$ cat src/rtl/mtr_drv_pkg.sv
// Shared types and constants for the motor driver: PWM counter width,
// mid-scale duty and the signed speed command type.
package mtr_drv_pkg;

    localparam int PWM_W = 11;
    localparam logic [PWM_W-1:0] PWM_MAX = 11'h7FF;
    localparam logic [PWM_W-1:0] DUTY_MID = 11'h400;

    typedef logic signed [11:0] spd_t;
    typedef logic [PWM_W-1:0] cnt_t;

    // Clamp a signed speed to +/-max_spd and offset it to an unsigned duty.
    function automatic cnt_t spd_to_duty(input spd_t spd, input spd_t max_spd);
        spd_t sat;
        logic [11:0] sum;
        if (spd > max_spd) begin
            sat = max_spd;
        end else if (spd < -max_spd) begin
            sat = -max_spd;
        end else begin
            sat = spd;
        end
        sum = sat + {1'b0, DUTY_MID};
        return sum[PWM_W-1:0];
    endfunction

endpackage

$ cat src/rtl/mtr_drv_pwm_chan.sv
// One half-bridge channel: registered hi/lo gates with dead-time around the
// duty edge and the wrap, plus the blanked window used to qualify over-current.
module pwm_chan
    import mtr_drv_pkg::*;
#(
    parameter int NONOVERLAP = 32,
    parameter int BLANK      = 64
) (
    input  logic clk,
    input  logic rst,
    input  cnt_t cnt,
    input  cnt_t duty,
    input  logic kill,
    output logic hi,
    output logic lo,
    output logic qual_win
);

    localparam int XW = PWM_W + 1;
    localparam logic [XW-1:0] DEAD = XW'(NONOVERLAP);
    localparam logic [XW-1:0] QUAL_START = XW'(NONOVERLAP + BLANK);

    logic [XW-1:0] cnt_x;
    logic [XW-1:0] duty_x;
    logic hi_nxt;
    logic lo_nxt;
    logic win_nxt;

    // One extra bit keeps duty+dead-time from wrapping into the lo window.
    always_comb begin
        cnt_x   = {1'b0, cnt};
        duty_x  = {1'b0, duty};
        hi_nxt  = (cnt_x >= DEAD) && (cnt_x < duty_x);
        lo_nxt  = cnt_x >= (duty_x + DEAD);
        win_nxt = (cnt_x >= QUAL_START) && (cnt_x < duty_x);
    end

    always_ff @(posedge clk or posedge rst) begin
        if (rst) begin
            hi       <= 1'b0;
            lo       <= 1'b0;
            qual_win <= 1'b0;
        end else begin
            hi       <= hi_nxt & ~kill;
            lo       <= lo_nxt & ~kill;
            qual_win <= win_nxt & ~kill;
        end
    end

endmodule

$ cat src/rtl/mtr_drv.sv
// Dual-channel dead-time PWM motor driver with per-period duty loading and
// a latched over-current shutdown after consecutive faulty periods.
module mtr_drv
    import mtr_drv_pkg::*;
#(
    parameter int NONOVERLAP = 32,
    parameter int MAX_SPD    = 960,
    parameter int BLANK      = 64,
    parameter int FAULT_LIM  = 4
) (
    input  logic clk,
    input  logic rst,
    input  spd_t lft_spd,
    input  spd_t rght_spd,
    input  logic en,
    input  logic ovr_i,
    output logic lft_hi,
    output logic lft_lo,
    output logic rght_hi,
    output logic rght_lo,
    output logic pwm_synch,
    output logic ovr_flt
);

    localparam spd_t SAT_MAG = spd_t'(MAX_SPD);
    localparam int FC_W = $clog2(FAULT_LIM + 1);
    localparam logic [FC_W-1:0] FC_LIM = FC_W'(FAULT_LIM);

    cnt_t cnt;
    cnt_t lft_duty;
    cnt_t rght_duty;
    cnt_t lft_duty_nxt;
    cnt_t rght_duty_nxt;
    logic cnt_end;
    logic gate_kill;
    logic lft_win;
    logic rght_win;
    logic ovr_qual;
    logic period_faulty;
    logic [FC_W-1:0] fault_cnt;

    assign cnt_end       = (cnt == PWM_MAX);
    assign gate_kill     = ~en | ovr_flt;
    assign lft_duty_nxt  = spd_to_duty(lft_spd, SAT_MAG);
    assign rght_duty_nxt = spd_to_duty(rght_spd, SAT_MAG);

    always_ff @(posedge clk or posedge rst) begin
        if (rst) begin
            cnt       <= '0;
            pwm_synch <= 1'b0;
        end else begin
            cnt       <= cnt + cnt_t'(1);
            pwm_synch <= (cnt == '0);
        end
    end

    // Duty only changes at the wrap so each period sees one consistent value.
    always_ff @(posedge clk or posedge rst) begin
        if (rst) begin
            lft_duty  <= DUTY_MID;
            rght_duty <= DUTY_MID;
        end else if (cnt_end) begin
            lft_duty  <= lft_duty_nxt;
            rght_duty <= rght_duty_nxt;
        end
    end

    pwm_chan #(
        .NONOVERLAP(NONOVERLAP),
        .BLANK     (BLANK)
    ) u_lft (
        .clk     (clk),
        .rst     (rst),
        .cnt     (cnt),
        .duty    (lft_duty),
        .kill    (gate_kill),
        .hi      (lft_hi),
        .lo      (lft_lo),
        .qual_win(lft_win)
    );

    pwm_chan #(
        .NONOVERLAP(NONOVERLAP),
        .BLANK     (BLANK)
    ) u_rght (
        .clk     (clk),
        .rst     (rst),
        .cnt     (cnt),
        .duty    (rght_duty),
        .kill    (gate_kill),
        .hi      (rght_hi),
        .lo      (rght_lo),
        .qual_win(rght_win)
    );

    assign ovr_qual = ovr_i & (lft_win | rght_win);

    // A sample on the last count still belongs to the period being judged.
    always_ff @(posedge clk or posedge rst) begin
        if (rst) begin
            period_faulty <= 1'b0;
            fault_cnt     <= '0;
            ovr_flt       <= 1'b0;
        end else begin
            if (cnt_end) begin
                period_faulty <= 1'b0;
                if (period_faulty | ovr_qual) begin
                    if (fault_cnt < FC_LIM) begin
                        fault_cnt <= fault_cnt + FC_W'(1);
                    end
                end else begin
                    fault_cnt <= '0;
                end
            end else if (ovr_qual) begin
                period_faulty <= 1'b1;
            end
            if (fault_cnt >= FC_LIM) begin
                ovr_flt <= 1'b1;
            end
        end
    end

endmodule

$ cat config.mk
export PLATFORM = sky130hd
export DESIGN_NAME = mtr_drv
export DESIGN_NICKNAME = d
export VERILOG_FILES = /design/src/rtl/mtr_drv_pkg.sv /design/src/rtl/mtr_drv_pwm_chan.sv /design/src/rtl/mtr_drv.sv
export SDC_FILE = /design/constraint.sdc
export NUM_CORES = 1
export LEC_CHECK = 0
export BUFFER_PORTS_ARGS = -buffer_cell sky130_fd_sc_hd__clkbuf_2
export CAP_MARGIN = 20
export CORE_MARGIN = 3
export CORE_UTILIZATION = 39
export CTS_BUF_LIST = sky130_fd_sc_hd__clkbuf_8
export CTS_CLUSTER_SIZE = 25
export DETAILED_ROUTE_END_ITERATION = 8
export GPL_TIMING_DRIVEN = 0
export PLACE_DENSITY_LB_ADDON = 0.05
export SLEW_MARGIN = 20
export SYNTH_ARGS = -nofsm -noshare
export SYNTH_HDL_FRONTEND = slang
export SYNTH_SLANG_ARGS = --single-unit
$ cat constraint.sdc
create_clock -name clk -period 2.2 [get_ports clk]
set_input_delay 0.66 -clock clk [delete_from_list [all_inputs] [get_ports clk]]
set_output_delay 0.66 -clock clk [all_outputs]
set_load 0.05 [all_outputs]
After elaboration in Yosys (flattened, before gate mapping)
Cells that the tools add are included.
{"block": "totals", "regBits": 45}
{"block": "op_classes", "n_addsub": 6, "reduce_logical": 7, "n_mux": 8, "n_eq_ne": 2, "bitwise_logic": 12, "n_lt_le_gt_ge": 12}
{"op": "two-way mux 11 bit", "n": 4}
{"op": "adder 11 x 6 -> 12 bit (second input constant)", "n": 2}
{"op": "greater-or-equal comparator 11 x 12 -> 1 bit", "n": 2}
{"op": "> comparator 12 x 11 -> 1 bit (second input constant)", "n": 2}
{"op": "less-than comparator 12 x 11 -> 1 bit (second input constant)", "n": 2}
{"op": "adder 11 bit (second input constant)", "n": 2}
{"op": "less-than comparator 11 bit", "n": 2}
{"op": "adder 11 x 1 -> 11 bit (second input constant)", "n": 1}
{"op": "== test 11 bit (second input constant)", "n": 1}
{"op": "greater-or-equal comparator 11 x 6 -> 1 bit (second input constant)", "n": 1}
{"op": "greater-or-equal comparator 11 x 7 -> 1 bit (second input constant)", "n": 1}
{"op": "zero test 11 bit", "n": 1}
{"op": "AND 1 bit", "n": 7}
{"op": "two-way mux 3 bit", "n": 2}
{"op": "logical AND 1 bit", "n": 4}
{"op": "adder 3 x 1 -> 3 bit (second input constant)", "n": 1}
{"op": "greater-or-equal comparator 3 bit (second input constant)", "n": 1}
{"op": "less-than comparator 3 bit (second input constant)", "n": 1}
{"op": "OR 1 bit", "n": 3}
{"op": "two-way mux 1 bit", "n": 2}
{"op": "inequality test 2 x 1 -> 1 bit (second input constant)", "n": 1}
{"op": "inverter 1 bit", "n": 2}
{"op": "AND reduction 2 bit", "n": 1}
{"op": "nonzero test 2 bit", "n": 1}

Logic depth before layout (Yosys ltp)
Gate-level depths: netlist (run 1).
{"block": "depth", "ltp_word": 5, "mapped_depth": 8, "mapped_depth_nobuf": 8}

Hierarchy
Synthesis (run 1) repeated with hierarchy kept, for this count alone.
{"block": "hier_totals", "hier_cells": 330, "area_unflattened_um2": 3037.9}
{"mod": "mtr_drv", "cells_per_inst": 176, "seq_area_each_um2": 978.4, "area_each_um2": 1796.7, "instances": 1}
{"mod": "pwm_chan", "cells_per_inst": 77, "seq_area_each_um2": 75.1, "area_each_um2": 620.6, "instances": 2}

Least setup slack after synthesis (run 1)
No wires, ideal clock.
{"block": "synth_timing", "kind": "reg2reg", "start": "register lft_duty[5]", "end": "register u_lft.lo", "t_required_ns": 2.071, "setup_ns": 0.129, "path_buffers": 0, "arrival_ns": 1.607, "path_slack_ns": 0.464, "path_stages_with_launch": 9, "synth_period_minus_slack_ns": 1.736, "cell_sequence": "dfrtp_1 ha_1 and3_1 xnor2_1 ha_1 a21oi_1 o22ai_1 o21ai_0 o21ai_0"}
{"block": "synth_between", "elab_chain_cells": 3}
{"item": "from (decl)", "line": "mtr_drv.sv:30", "rtl": "cnt_t lft_duty;"}
{"item": "from (signal assigned)", "line": "mtr_drv.sv:63", "rtl": "lft_duty <= lft_duty_nxt;"}
{"item": "adder 11 x 6 -> 12 bit", "line": "mtr_drv_pwm_chan.sv:34", "rtl": "lo_nxt = cnt_x >= (duty_x + DEAD);"}
{"item": "greater-or-equal comparator 11 x 12 -> 1 bit", "line": "mtr_drv_pwm_chan.sv:34"}
{"item": "AND 1 bit", "line": "mtr_drv_pwm_chan.sv:45", "rtl": "lo <= lo_nxt & ~kill;"}
{"item": "to (signal assigned)", "line": "mtr_drv_pwm_chan.sv:45"}
{"item": "to (decl)", "line": "mtr_drv_pwm_chan.sv:15", "rtl": "output logic lo,"}
Every way passes these cells.
A chain may end at the register's enable or synchronous reset.

Final worst setup path (run 1)
Ends and elaborated chain as after synthesis.

==> flow_metrics.py, run 1 <==
metrics = {
    "outcome": {
        "status": "finished, final reports clean",
    },
    "clock_network": {
        "cts-buffers-inserted": 5,
        "clkTransAtPathRegs_ns": 0.09,
        "cts.path.max_buffers": 2,
        "tritoncts": "built",
        "post_cts_resized": 0,
        "cts_root_buffer": "clkbuf_8",
        "cts_hold_buf": 0,
        "insertion_delay_ns": 0.30,
        "cts_sinks": 45,
        "cts_setup_buffers": 0,
        "htree_levels": 2,
    },
    "sta": {
        "tightest_slew_ns": 0.555,
        "post-route-period-util_pct": 87.3,
        "max_slew_margin_pct": 63.0,
        "hold_ws_ns": 0.335,
        "drv_slew": 0,
        "finClkSkew_ns": 0.00659,
        "max_freq_mhz": 521,
        "rsz0062_at_grt": "no",
        "hold_violations": 0,
        "setup_viol": 0,
        "period_minus_slack_ns": 1.92,
    },
    "logic_synthesis": {
        "ys_seq_area_share_pct": 38.8,
        "synthArstFlopShare_pct": 100,
        "synth_edf_count": 0,
        "synth.distinct_cells": 41,
        "syn_nets": 380,
        "ys_top_cells_by_area": "dfrtp_1 (37%), ha_1 (17%), nand2_1 (4.6%), inv_1 (4.0%), xnor2_1 (3.0%)",
        "synthTopCellsByCount": "dfrtp_1 (43), ha_1 (40), nand2_1 (36), inv_1 (31), o21ai_0 (15)",
        "ys_warn_count": 0,
        "synth_top_area_share_pct": 37.0,
        "synth-seq-cells": 45,
        "syn_area_sq_um": 2910,
        "syn-mean-instance-area_sq_um": 9.32,
        "synth_flop_cell": "dfrtp_1",
        "synthCells": 312,
        "yosysMostFrequentCell": "dfrtp_1",
        "synth_area_leader_cell": "dfrtp_1",
    },
    "floorplanning": {
        "start_util_pct": 41.4,
        "die_w_microns": 92.3,
        "die_height_microns": 92.3,
        "io_pins": 34,
        "rows": 30,
        "dieArea_sq_um": 8530,
        "core-area_sq_um": 7020,
    },
    "setup_path": {
        "crit_fanout": 5,
        "crit_path_end_kind": "register",
        "crit_type": "register to register",
        "cp.arrival_ns": 2.10,
        "r2r_slack_ns": 0.28,
        "worstPathRequired_ns": 2.38,
        "reg2reg_depth": 8,
        "timing.rr.end": "u_lft.lo",
        "timing.rr.start": "lft_duty[5]",
        "start_kind": "register",
    },
    "routing": {
        "vias": 2307,
        "drt_iter0_drc": 89,
        "drt_first_pass_iters": 4,
        "viasPerCell": 5.14,
        "routed_wl_microns": 6780,
        "drc_errors": 0,
        "wl_per_cell_microns": 15.1,
        "antenna_left": 0,
    },
    "global_routing": {
        "grtUsageTotal_pct": 16.7,
        "grt_pass1_vias": 2166,
        "grt_pass1_wl_microns": 11100,
        "grt_overflow_total": 0,
        "grt_max_degree": 27,
        "antenna_found_initial": 0,
    },
    "placement": {
        "placed_area_sq_um": 3210,
        "dp.cells": 441,
        "place_congestion": 0.798,
        "io_buffers": 32,
        "dp_hpwl_microns": 5080,
    },
    "power_and_ir_drop": {
        "pwr_density_cell_nw_per_um2": 441,
        "ir_drop_uv": 229,
        "p_leak_nw": 1.77,
    },
    "finish": {
        "fin_util_pct": 47.0,
        "syn_to_final_growth_pct": 13.4,
        "layout-drive-gt1-share_pct": 15.0,
        "fin_area_sq_um": 3300,
        "final_nets": 420,
        "layout.cells.non_filler": 449,
        "antenna_cells": 0,
    },
    "worst_hold_path": {
        "hold_class": "input port to async pin",
    },
    "job": {
        "cap_viol_max_count": 0,
    },
}
## flip-flops by register name, indices dropped and copies added, names as in the netlist, 3 cells and up
register / cells
cnt: 11
rght_duty: 11
fault_cnt: 3
lft_duty: 11
## worst max-delay path by stage
stage | cells past startpoint | slack, ns | start | end
3_3_place_gp | 2 | -0.20 | rst | u_lft.lo
2_1_floorplan | 8 | 0.46 | lft_duty[5] | u_lft.lo
5_1_grt | 8 | 0.15 | rght_duty[5] | u_rght.lo
3_5_place_dp | 5 | 0.12 | rght_spd[0] | rght_duty[6]
4_1_cts | 8 | 0.28 | lft_duty[5] | u_lft.lo
6_report | 8 | 0.28 | lft_duty[5] | u_lft.lo
## cell usage in the layout, fill, tap and decap left out, types with 2 or more instances in the layout
cell type / netlist / final
a211oi_1: 4 / 4
a21o_1: 4 / 4
a21oi_1: 14 / 14
a221o_1: 2 / 2
a31o_2: 2 / 2
a31oi_1: 4 / 4
and2_1: 3 / 3
and3_1: 8 / 8
and3b_1: 2 / 2
buf_2: 2 / 2
buf_6: 2 / 2
clkbuf_2: 0 / 32
clkbuf_8: 0 / 6
dfrtp_1: 43 / 43
dfstp_2: 2 / 2
ha_1: 40 / 40
inv_1: 31 / 32
nand2_1: 36 / 36
nand2b_1: 4 / 4
nand3_1: 12 / 12
nand4_1: 5 / 5
nor2_1: 14 / 14
nor2b_1: 3 / 3
nor3_1: 3 / 3
nor4_1: 3 / 3
o2111ai_1: 2 / 2
o211ai_1: 6 / 6
o21a_1: 3 / 3
o21ai_0: 15 / 15
o22ai_1: 12 / 12
o31a_1: 2 / 2
o31a_2: 2 / 2
or4_1: 2 / 2
xnor2_1: 10 / 10
xor2_1: 7 / 7
## where the power goes
part           internal (mW)  total [mW]  switching, mW
Sequential             0.826       0.826              0
Clock                  0.248       0.550          0.302
Combinational         0.0299      0.0772         0.0473
Total                   1.10        1.45          0.349
## routing by layer
metal,vias to the layer above,track usage (%),share of wire [%]
met5,-,0,0
met4,0,4.83,1.0
met3,7,2.44,1.8
met2,18,25.3,44
met1,1088,24.6,53
li1,1194,-,-
## cell families after synthesis
logic type	count (synthesis)	synth area share [%]
and+or+nand+nor	99	16.8
AOI/OAI and AO/OA	73	16.3
adders and majority gates	40	17.2
muxes	1	0.387
buffers and inverters	37	5.38
xor gates and xnor gates	17	5.12
DFF	45	38.8
## worst max-delay path: stages, from the launching register on
cell and delay [ns]:
dfrtp_1 0.45, ha_1 0.25, and3_1 0.21, xnor2_1 0.13, ha_1 0.29, a21oi_1 0.13, o22ai_1 0.10, o21ai_0 0.13
o21ai_0 0.11
## stage by stage
step	power [mW]	setup WS, ns	setup TNS [ns]
2_1_floorplan	0.874	0.464	0
3_3_place_gp	0.916	-0.199	-8.46
3_5_place_dp	0.922	0.123	0
4_1_cts	1.47	0.281	0
5_1_grt	1.51	0.152	0
6_report	1.45	0.280	0
## area by class of cell
class / count / area [sq um]
inverters: 31 / 116
fillers: 722 / 3720
plain buffers: 6 / 40.0
clock inverters: 2 / 7.51
multi-input cells: 230 / 1620
repair buffers: 33 / 180
well taps: 96 / 120
clock buffers: 6 / 82.6
flip-flops and latches: 45 / 1130
(Power assumes the default switching activity.)
==> run 2: changes to the inputs <==
--- a/config.mk
+++ b/config.mk
@@ -8,12 +8,12 @@
 export BUFFER_PORTS_ARGS = -buffer_cell sky130_fd_sc_hd__clkbuf_2
 export CAP_MARGIN = 20
 export CORE_MARGIN = 3
-export CORE_UTILIZATION = 39
+export CORE_UTILIZATION = 36
 export CTS_BUF_LIST = sky130_fd_sc_hd__clkbuf_8
 export CTS_CLUSTER_SIZE = 25
 export DETAILED_ROUTE_END_ITERATION = 8
 export GPL_TIMING_DRIVEN = 0
-export PLACE_DENSITY_LB_ADDON = 0.05
+export PLACE_DENSITY_LB_ADDON = 0.2
 export SLEW_MARGIN = 20
 export SYNTH_ARGS = -nofsm -noshare
 export SYNTH_HDL_FRONTEND = slang
==> run 2 against run 1 <==
Compared with the run above:
- sequential share of layout area shrank 0.33 points
- core utilization shrank 4.1 points
- clock skew is 0.0078 ns higher
- cell count grew 1.3%
- critical endpoint unchanged
- largest cell class unchanged
==> flow_metrics.py, run 2 (synthesis gave the netlist of run 1 again) <==
metrics = {
    "global_routing": {
        "grtUsageTotal_pct": 15.4,
        "grt_overflow_total": 0,
        "grt_max_degree": 27,
        "grt_pass1_wl_microns": 10800,
        "antenna_found_initial": 0,
        "grt_pass1_vias": 2213,
    },
    "clock_network": {
        "post_cts_resized": 0,
        "htree_levels": 2,
        "clkTransAtPathRegs_ns": 0.10,
        "cts_setup_buffers": 0,
        "cts_hold_buf": 0,
        "cts.path.max_buffers": 2,
        "cts_root_buffer": "clkbuf_8",
        "tritoncts": "built",
        "cts_sinks": 45,
        "insertion_delay_ns": 0.31,
        "cts-buffers-inserted": 5,
    },
    "routing": {
        "antenna_left": 0,
        "drt_iter0_drc": 80,
        "wl_per_cell_microns": 14.4,
        "viasPerCell": 5.07,
        "vias": 2309,
        "drt_first_pass_iters": 4,
        "drc_errors": 0,
        "routed_wl_microns": 6540,
    },
    "job": {
        "cap_viol_max_count": 0,
    },
    "finish": {
        "antenna_cells": 0,
        "final_nets": 420,
        "ff_latch_area_sq_um": 1130,
        "nFillCells": 798,
        "fin_util_pct": 42.9,
        "syn_to_final_growth_pct": 14.5,
        "layout_commonest_cell": "dfrtp_1",
        "final_cell_mix": "dfrtp_1 (43), ha_1 (40), nand2_1 (36)",
        "reg_top3": "cnt x11, lft_duty x11, rght_duty x11",
        "multi_input_area_sq_um": 1620,
        "layout-drive-gt1-share_pct": 15.6,
    },
    "floorplanning": {
        "dieArea_sq_um": 9190,
        "die_w_microns": 95.9,
        "rows": 32,
        "die_height_microns": 95.9,
        "core-area_sq_um": 7770,
        "start_util_pct": 37.4,
        "io_pins": 34,
    },
    "setup_path": {
        "worstPathRequired_ns": 2.38,
        "crit_type": "register to register",
        "timing.rr.start": "lft_duty[5]",
        "crit_fanout": 5,
        "slowest_delay_ns": 0.46,
        "cp-startpoint": "lft_duty[5]",
        "crit_chain": "ha_1 > and3_1 > xnor2_1 > ha_1 > a21oi_1 > o22ai_1 > o21ai_0 > o21ai_0",
        "crit_slowest_cell": "dfrtp_1",
        "start_kind": "register",
        "crit_path_end_kind": "register",
        "cp.arrival_ns": 2.11,
    },
    "sta": {
        "rsz0062_at_grt": "no",
        "setup_viol": 0,
        "post-route-period-util_pct": 87.6,
        "hold_violations": 0,
        "setup_ws_ns": 0.272,
        "hold_ws_ns": 0.335,
        "drv_slew": 0,
        "tightest_slew_ns": 0.507,
        "finClkSkew_ns": 0.0144,
        "period_minus_slack_ns": 1.93,
        "max_freq_mhz": 519,
        "setup_tns_ns": 0,
        "max_slew_margin_pct": 66.2,
    },
    "placement": {
        "io_buffers": 32,
        "dp_hpwl_microns": 5060,
        "post-place-ws_ns": 0.190,
        "place_congestion": 0.810,
    },
    "power_and_ir_drop": {
        "p_seq_share_pct": 53.1,
        "comb_power_share_pct": 4.9,
        "internal_power_mw": 1.20,
        "switching_share_pct": 23.1,
        "p_switching_mw": 0.360,
        "ir_drop_uv": 234,
        "p_total_mw": 1.56,
        "pwr_density_cell_nw_per_um2": 467,
        "p_leak_nw": 1.77,
        "p_clk_share_pct": 42.0,
    },
    "worst_hold_path": {
        "hold_class": "input port to async pin",
    },
    "outcome": {
        "status": "finished, final reports clean",
    },
}
run 2: changes by cell type in the layout (fill, tap and decap cells not counted):
cell / previous run / this run
bufinv_16: 0 / 1
clkbuf_8: 6 / 5
clkinv_4: 0 / 1
clkinvlp_4: 0 / 1
inv_1: 32 / 30
run 2: worst max-delay path, delay by kind of cell (launching register included):
kind	cells	cell delay [ns]
adder cells (fa/ha/maj)	2	0.54
AO/OA/AOI/OAI	4	0.47
flip-flops	1	0.46
AND/OR/NAND/NOR	1	0.21
XOR/XNOR	1	0.13
run 2: power groups by stage:
stage	Sequential (mW)	Clock [mW]	Combinational, mW
after floorplan	0.843	0	0.0313
after global placement	0.843	0	0.0721
after detailed placement	0.843	0	0.0777
after CTS	0.827	0.674	0.0783
after global routing	0.827	0.711	0.0871
final	0.827	0.654	0.0761
run 2: area by class of cell:
| type | count | share of cell area (%) |
|---|---|---|
| clock buffers | 5 | 2.07 |
| clock inverters | 3 | 1.39 |
| well taps | 102 | 3.83 |
| inverters | 31 | 3.49 |
| plain buffers | 6 | 1.20 |
| multi-input cells | 230 | 48.7 |
| flip-flops and latches | 45 | 33.9 |
| repair buffers | 33 | 5.41 |
run 2: routing by layer:
layer	up-vias	track usage, %	share of wire (%)
met5	-	0	0
met4	0	4.98	1.5
met3	5	2.58	1.7
met2	17	25.5	49
met1	1088	20.5	48
li1	1199	-	-
run 2: worst paths after layout:
kind                       cells after the start      endpoint  slack, ns
min reg2reg                                    1       ovr_flt       0.50
min in group clk                               1       ovr_flt       0.50
max                                            8      u_lft.lo       0.27
max in group asynchronous                      3  lft_duty[10]       1.27
max reg2reg                                    8      u_lft.lo       0.27
min                                            2  fault_cnt[1]       0.34
run 2: through the flow:
step	std cells	instance area (sq um)
2_1_floorplan	312	2910
3_3_place_gp	446	3200
3_5_place_dp	447	3220
4_1_cts	455	3330
5_1_grt	455	3330
6_report	455	3330
==> run 3: changes to the inputs <==
--- a/config.mk
+++ b/config.mk
@@ -8,7 +8,7 @@
 export BUFFER_PORTS_ARGS = -buffer_cell sky130_fd_sc_hd__clkbuf_2
 export CAP_MARGIN = 20
 export CORE_MARGIN = 3
-export CORE_UTILIZATION = 36
+export CORE_UTILIZATION = 47
 export CTS_BUF_LIST = sky130_fd_sc_hd__clkbuf_8
 export CTS_CLUSTER_SIZE = 25
 export DETAILED_ROUTE_END_ITERATION = 8
==> run 3 against run 2 <==
Compared with the run above:
- cell area decreased by 1.4%
- worst hold slack improved by 0.0090 ns
- sequential share of layout area increased by 0.49 points
- highest routed layer unchanged
==> flow_metrics.py, run 3 (synthesis gave the netlist of run 1 again) <==
metrics = {
    "outcome": {
        "status": "finished, final reports clean",
    },
    "routing": {
        "viasPerCell": 5.37,
        "wl_per_cell_microns": 14.2,
        "routed_wl_microns": 6090,
        "drt_first_pass_iters": 4,
        "antenna_left": 0,
        "drt_iter0_drc": 131,
        "drc_errors": 0,
        "vias": 2300,
    },
    "clock_network": {
        "post_cts_resized": 0,
        "cts-buffers-inserted": 5,
        "insertion_delay_ns": 0.30,
        "cts_root_buffer": "clkbuf_8",
        "htree_levels": 2,
        "cts.path.max_buffers": 2,
        "cts_sinks": 45,
        "tritoncts": "built",
        "cts_setup_buffers": 0,
        "cts_hold_buf": 0,
        "clkTransAtPathRegs_ns": 0.08,
    },
    "floorplanning": {
        "rows": 28,
        "die_height_microns": 84.7,
        "io_pins": 34,
        "core-area_sq_um": 5960,
        "die_w_microns": 84.7,
        "dieArea_sq_um": 7170,
        "start_util_pct": 48.8,
    },
    "sta": {
        "max_slew_margin_pct": 67.6,
        "period_minus_slack_ns": 1.91,
        "setup_tns_ns": 0,
        "hold_violations": 0,
        "max_freq_mhz": 525,
        "post-route-period-util_pct": 86.7,
        "rsz0062_at_grt": "no",
        "hold_ws_ns": 0.344,
        "tightest_slew_ns": 0.486,
        "finClkSkew_ns": 0.00581,
        "drv_slew": 0,
        "setup_viol": 0,
    },
    "global_routing": {
        "grt_max_degree": 27,
        "grt_pass1_wl_microns": 10900,
        "grt_overflow_total": 0,
        "grtUsageTotal_pct": 19.0,
        "antenna_found_initial": 0,
        "grt_pass1_vias": 2275,
    },
    "power_and_ir_drop": {
        "p_total_mw": 1.47,
        "p_leak_nw": 1.77,
        "pwr_density_cell_nw_per_um2": 447,
        "ir_drop_uv": 289,
    },
    "setup_path": {
        "crit_fanout": 5,
        "crit_slowest_cell": "dfrtp_1",
        "crit_path_end_kind": "register",
        "cp.arrival_ns": 2.09,
        "crit_type": "register to register",
        "crit_chain": "ha_1 > and3_1 > xnor2_1 > ha_1 > a21oi_1 > o22ai_1 > o21ai_0 > o21ai_0",
        "start_kind": "register",
        "worstPathRequired_ns": 2.38,
        "slowest_delay_ns": 0.44,
    },
    "finish": {
        "layout_commonest_cell": "dfrtp_1",
        "nFillCells": 552,
        "layout.cells.non_filler": 428,
        "antenna_cells": 0,
        "layout-drive-gt1-share_pct": 15.6,
        "final_nets": 420,
        "final_cell_mix": "dfrtp_1 (43), ha_1 (40), nand2_1 (36)",
        "fin_area_sq_um": 3280,
        "syn_to_final_growth_pct": 12.9,
        "reg_top3": "cnt x11, lft_duty x11, rght_duty x11",
    },
    "placement": {
        "io_buffers": 32,
        "dp_hpwl_microns": 4810,
        "dp.cells": 420,
        "placed_area_sq_um": 3180,
        "place_congestion": 0.805,
    },
    "worst_hold_path": {
        "hold_class": "input port to async pin",
    },
    "job": {
        "cap_viol_max_count": 0,
    },
}
## run 3: cell types whose count changed in the layout (fill, tap and decap cells not counted), sizes merged
cell	previous run	this run
clkinvlp	1	0
clkbuf	38	40
bufinv	1	0
## run 3: per-stage QoR
stage | utilization [%] | setup slack (ns)
5_1_grt | 55.1 | 0.144
3_3_place_gp | 53.1 | -0.111
4_1_cts | 55.1 | 0.282
6_report | 55.1 | 0.294
3_5_place_dp | 53.4 | 0.251
2_1_floorplan | - | 0.464
## run 3: power breakdown
part           switching, mW  internal (mW)
clock                  0.280          0.284
combinational         0.0457         0.0298
sequential                 0          0.826
total                  0.326           1.14
## run 3: critical path: cells and delay by family, from the launching register on
kind,cells,cell delay (ns)
compound gates,4,0.48
xor+xnor,1,0.13
fa+ha+maj,2,0.53
flops,1,0.44
simple gates,1,0.21
## run 3: path summary, 6_finish.rpt
check                                  from            to  slack, ns  cells after the start
worst max-delay path            lft_duty[5]      u_lft.lo       0.29                      8
worst min-delay path                    rst  rght_duty[5]       0.34                      2
worst max register to register  lft_duty[5]      u_lft.lo       0.29                      8
worst min register to register      ovr_flt       ovr_flt       0.49                      1
max in group asynchronous               rst  lft_duty[10]       1.30                      3
min in group clk                    ovr_flt       ovr_flt       0.49                      1
## run 3: cell type report
| class | count | area, sq um | share of cell area, % |
|---|---|---|---|
| well taps | 75 | 93.8 | 2.86 |
| flip-flops and latches | 45 | 1130 | 34.4 |
| clock inverters | 1 | 5.00 | 0.152 |
| multi-input cells | 230 | 1620 | 49.4 |
| inverters | 31 | 116 | 3.54 |
| repair buffers | 33 | 180 | 5.49 |
| plain buffers | 6 | 40.0 | 1.22 |
| clock buffers | 7 | 96.3 | 2.93 |
## run 3: routing by layer
layer	vias up	wire, microns	track usage (%)
met4	0	69	5.04
met3	7	188	3.04
met2	32	2850	30.3
met5	-	0	0
met1	1061	2980	26.7
li1	1200	-	-
